### config.mk
export PLATFORM = sky130hd
export DESIGN_NAME = mnist_batch_driver
export DESIGN_NICKNAME = d
export VERILOG_FILES = /design/src/rtl/mnist_batch_driver.sv
export SDC_FILE = /design/constraint.sdc
export NUM_CORES = 1
export LEC_CHECK = 0
export CORE_ASPECT_RATIO = 1.2
export CORE_MARGIN = 4
export CORE_UTILIZATION = 30
export DETAILED_ROUTE_END_ITERATION = 8
export PLACE_DENSITY = 0.59
export SLEW_MARGIN = 40
export SYNTH_ARGS = -nofsm -noshare
export SYNTH_HDL_FRONTEND = slang
export SYNTH_SLANG_ARGS = --single-unit
### constraint.sdc
create_clock -name clk -period 8.6 [get_ports clk]
set_clock_uncertainty 0.2 [all_clocks]
set_input_delay 1.29 -clock clk [delete_from_list [all_inputs] [get_ports clk]]
set_output_delay 1.29 -clock clk [all_outputs]
set_load 0.01 [all_outputs]
### src/rtl/mnist_batch_driver.sv
// mnist_batch_driver: streams 1-bit MNIST images from ROM to a classifier and scores predictions.
// Optional prediction watchdog enabled by defining BATCH_WATCHDOG_EN.
module mnist_batch_driver #(
  parameter int NUM_IMAGES     = 1000,
  parameter int PIXELS         = 784,
  parameter int TIMEOUT_CYCLES = 200000
) (
  input  logic        clk,
  input  logic        rst_n,
  input  logic        start,
  output logic [19:0] img_addr,
  input  logic        img_bit,
  output logic [9:0]  lbl_addr,
  input  logic [3:0]  lbl_data,
  output logic        data_out,
  output logic        valid_out,
  input  logic [3:0]  pred_in,
  input  logic        pred_valid,
  output logic [9:0]  hit_count,
  output logic [9:0]  img_count,
  output logic [9:0]  timeout_count,
  output logic        busy,
  output logic        done
);

  localparam int CW = $clog2(PIXELS + 2);
  localparam int WW = $clog2(TIMEOUT_CYCLES + 1);
`ifdef BATCH_WATCHDOG_EN
  localparam bit WD_EN = 1'b1;
`else
  localparam bit WD_EN = 1'b0;
`endif

  typedef enum logic [2:0] {
    IDLE, STREAM, WAIT, CHECK, DONE
  } state_t;

  state_t        r_state, w_next;
  logic [CW-1:0] r_cnt;
  logic [CW-1:0] w_off;
  logic [19:0]   r_base;
  logic [9:0]    r_idx;
  logic [3:0]    r_label;
  logic [3:0]    r_pred;
  logic          r_to;
  logic [WW-1:0] r_wd;
  logic          r_rd_v;
  logic          r_valid;
  logic          r_data;
  logic [9:0]    r_hit;
  logic [9:0]    r_img;
  logic [9:0]    r_tmo;
  logic          w_start;
  logic          w_last;
  logic          w_wd_hit;
  logic          w_str_end;

  // STREAM covers the address phase plus two drain cycles of the pixel pipe
  assign w_str_end = (r_cnt == CW'(PIXELS + 1));
  assign w_start   = start && (r_state == IDLE || r_state == DONE);
  assign w_last    = (r_img + 10'd1 == 10'(NUM_IMAGES));
  assign w_wd_hit  = WD_EN && (r_state == WAIT)
                     && (r_wd == WW'(TIMEOUT_CYCLES - 1));
  assign w_off     = (r_cnt < CW'(PIXELS)) ? r_cnt : CW'(PIXELS - 1);

  assign img_addr      = r_base + 20'(w_off);
  assign lbl_addr      = r_idx;
  assign data_out      = r_data;
  assign valid_out     = r_valid;
  assign hit_count     = r_hit;
  assign img_count     = r_img;
  assign timeout_count = r_tmo;
  assign busy          = (r_state == STREAM) || (r_state == WAIT)
                         || (r_state == CHECK);
  assign done          = (r_state == DONE);

  // State register
  always_ff @(posedge clk or negedge rst_n) begin
    if (!rst_n) r_state <= IDLE;
    else        r_state <= w_next;
  end

  // Next-state decode
  always_comb begin
    w_next = r_state;
    unique case (r_state)
      IDLE, DONE: if (start) w_next = STREAM;
      STREAM:     if (w_str_end) w_next = WAIT;
      WAIT:       if (pred_valid || w_wd_hit) w_next = CHECK;
      CHECK:      w_next = w_last ? DONE : STREAM;
      default:    w_next = IDLE;
    endcase
  end

  // Image index, pixel counter, label/prediction capture and scoring
  always_ff @(posedge clk or negedge rst_n) begin
    if (!rst_n) begin
      r_cnt   <= '0;
      r_base  <= '0;
      r_idx   <= '0;
      r_label <= '0;
      r_pred  <= '0;
      r_to    <= 1'b0;
      r_wd    <= '0;
      r_hit   <= '0;
      r_img   <= '0;
      r_tmo   <= '0;
    end else if (w_start) begin
      r_cnt  <= '0;
      r_base <= '0;
      r_idx  <= '0;
      r_hit  <= '0;
      r_img  <= '0;
      r_tmo  <= '0;
    end else begin
      unique case (r_state)
        STREAM: begin
          if (!w_str_end) r_cnt <= r_cnt + CW'(1);
          if (r_cnt != '0) r_label <= lbl_data;
          r_wd <= '0;
          r_to <= 1'b0;
        end
        WAIT: begin
          if (pred_valid) r_pred <= pred_in;
          else if (w_wd_hit) r_to <= 1'b1;
          else r_wd <= r_wd + WW'(1);
        end
        CHECK: begin
          r_img <= r_img + 10'd1;
          if (r_to) r_tmo <= r_tmo + 10'd1;
          else if (r_pred == r_label) r_hit <= r_hit + 10'd1;
          if (!w_last) begin
            r_idx  <= r_idx + 10'd1;
            r_base <= r_base + 20'(PIXELS);
            r_cnt  <= '0;
          end
        end
        default: ;
      endcase
    end
  end

  // Two-stage pixel pipe: ROM read latency, then registered output
  always_ff @(posedge clk or negedge rst_n) begin
    if (!rst_n) begin
      r_rd_v  <= 1'b0;
      r_valid <= 1'b0;
      r_data  <= 1'b0;
    end else begin
      r_rd_v  <= (r_state == STREAM) && (r_cnt < CW'(PIXELS));
      r_valid <= r_rd_v;
      r_data  <= r_rd_v & img_bit;
    end
  end

endmodule

==> flow_summary.yaml <==
placement:
  place_congestion: 0.779
  dpl_cell_area_um2: 4840
  io_buffer_count: 66
  hpwl_um: 6880
layout:
  mostFrequentLayoutCell: "dfrtp_1"
  area_growth_pct: 26.1
  drive_gt1_frac: 0.0887
  antenna_cells: 0
  nNetsFinal: 518
  multi_input_area_um2: 2190
  stdcell_area_um2: 5150
  layout_common_cells: "70 x dfrtp_1, 65 x clkdlybuf4s50_1, 55 x nand2_1"
  seq_area_um2: 1750
  fill_cells: 1309
logic_synthesis:
  yosys-top-cells-area: "dfrtp_1 43%, xnor2_1 7.3%, nand2_1 5.1%, nor2_1 4.9%, ha_1 4.0%"
  syn_area_per_cell_um2: 9.44
  synth_simple_gate_area_frac: 0.229
  synth_seq_cells: 70
  async_reset_ff_frac: 1.00
  syn-cell-area_um2: 4090
  ys_types: 52
  synth_top_cell_area_share: 0.429
  synth_top_family_by_area: "simple AND/OR/NAND/NOR gates"
  syn_inst: 433
  synthFlopType: "dfrtp_1"
  synth-edff-count: 0
  ys_seq_area_frac: 0.429
  synthXorXnorAreaFrac: 0.105
  synthMuxAreaShare: 0.0493
  synth_top_cell_by_area: "dfrtp_1"
  synth_compound_area_frac: 0.101
  synthAdderAreaFrac: 0.0398
  synth_warnings: 0
cts:
  cts_tree: "built"
  clock_sinks: 70
  htree_levels: 3
  cts_setup_buffers: 0
  cts_resized: 0
  clockBufferDepth: 2
  cts.clk_slew.worst_paths_ps: 60
  clk_latency_ps: 330
  cts_buffers: 9
  holdBufCountCts: 0
  cts_root_buf: "clkbuf_16"
critical_path:
  path_max_fanout: 10
  end_kind: "primary output"
  cpPeakStageDelay_ps: 550
  path_class: "reg -> out"
  worst_setup_path_start_kind: "flip-flop"
  required_ps: 7110
  worstPathCellList: "nand2_1 -> and2_1 -> ha_1 -> a21o_1 -> a21oi_1 -> nor2b_1 -> o41ai_4 -> nand2b_1 -> xnor2_1 -> clkdlybuf4s50_1"
  cp.arrival_ps: 3400
  slowest_stage: "clkdlybuf4s50_1"
grt:
  grt_pass1_vias: 3111
  track_usage: 0.127
  grt_max_degree: 71
  grt-ovfl-total: 0
  grt_pass1_wl_um: 15900
  antenna_found_initial: 0
floorplan:
  ios: 77
  coreArea_um2: 13300
  die_w_um: 115
  fp-row-count: 46
  start_util: 0.307
  die_y_um: 136
  die-area_um2: 15600
routing:
  dr.pass1.iters: 4
  drcViolationCount: 0
  via_count: 3229
  antenna_left: 0
  wirelength_um: 9580
  via_per_inst: 4.86
  wire_per_inst_um: 14.4
  drt_iter0_drc: 161
sta:
  setup_tns_ps: 0
  final_max_slew_viol_count: 0
  hold_slack_ps: 184
  max_slew_margin: 0.508
  rsz0062_at_grt: "no"
  hold_violations: 0
  finalCriticalPeriod_ps: 4890
  post-route-period-util: 0.568
  clock.fmax_ghz: 0.205
  setup_viol: 0
  tightest_slew_ps: 738
power:
  leakage_uw: 0.00221
  p_per_area_nw_per_um2: 253
  peakVddDrop_v: 0.000135
outcome:
  outcome: "finished, final reports clean"
job:
  cap_violations: 0
min_path:
  hp-class: "reg -> reg"
-- synthesized netlist by cell type, types with 7 or more instances --
cell type  instances
mux2i_1           10
nor2_1            53
xnor2_1           34
ha_1              13
o21ai_0           21
and2_1            11
buf_4             11
nand2_1           55
and3_1             7
nand4_1            8
mux2_2             9
xor2_1            15
nor4_1             9
clkbuf_1          13
a21oi_1            8
nand3_1           16
dfrtp_1           70
nor3_1            10
-- worst max-delay path: cells and delay by family (launching register included) --
| kind | cells | cell delay, ps |
|---|---|---|
| and+or+nand+nor | 4 | 700 |
| DFF | 1 | 450 |
| xor gates and xnor gates | 1 | 110 |
| AOI/OAI and AO/OA | 3 | 950 |
| adders and majority gates | 1 | 310 |
| buffers and inverters | 1 | 550 |
-- flip-flops by register name, indices dropped and copies added, names as in the netlist --
name,cells
r_base,16
r_rd_v,1
lbl_addr,10
r_pred,4
img_count,10
r_cnt,10
valid_out,1
data_out,1
hit_count,10
r_state,3
r_label,4
-- layer usage --
layer	vias up	track usage	wire length, um
li1	1594	-	-
met1	1547	0.168	4370
met3	14	0.0240	446
met2	74	0.205	4600
met5	-	0	0
met4	0	0.0495	159
-- through the flow --
step,total power (uW),setup WS [ps],util,std cells
CTS,1320,3660,0.388,664
finish,1310,3710,0.388,664
global placement,922,4130,0.364,649
detailed placement,934,4040,0.364,649
global route,1390,3450,0.388,664
floorplan,765,4900,-,442
-- final cells by class --
type	instances	area share
Multi-Input combinational cell	338	0.424
Sequential cell	70	0.340
Timing Repair Buffer	69	0.132
Clock buffer	12	0.0517
Tap cell	168	0.0408
Clock inverter	3	0.00825
Inverter	4	0.00291
-- path summary, 6_finish.rpt --
| check | start | to | slack, ps | depth (start not counted) |
|---|---|---|---|---|
| max reg2reg | img_count[6] | r_base[4] | 5980 | 7 |
| min in group asynchronous | rst_n | r_base[11] | 840 | 2 |
| min | r_rd_v | valid_out | 180 | 0 |
| min reg2reg | r_rd_v | valid_out | 180 | 0 |
| max in group asynchronous | rst_n | r_base[18] | 6840 | 2 |
| max | r_cnt[8] | img_addr[13] | 3710 | 10 |
-- where the power goes --
| group | internal, uW | leakage [uW] | total [uW] | switching [uW] |
|---|---|---|---|---|
| clock | 246 | 0.000151 | 382 | 136 |
| combinational | 204 | 0.00112 | 452 | 248 |
| sequential | 393 | 0.000940 | 471 | 78.2 |
-- logic make-up (layout without fill, tap and decap cells) --
| logic type | count (synthesis) | in the layout |
|---|---|---|
| simple gates | 191 | 191 |
| other cells | 1 | 10 |
| compound gates | 56 | 56 |
| buf+inv | 34 | 88 |
| mux | 19 | 19 |
| xor+xnor | 49 | 49 |
| flops | 70 | 70 |
| fa+ha+maj | 13 | 13 |
Power figures use the tool's default switching activity.
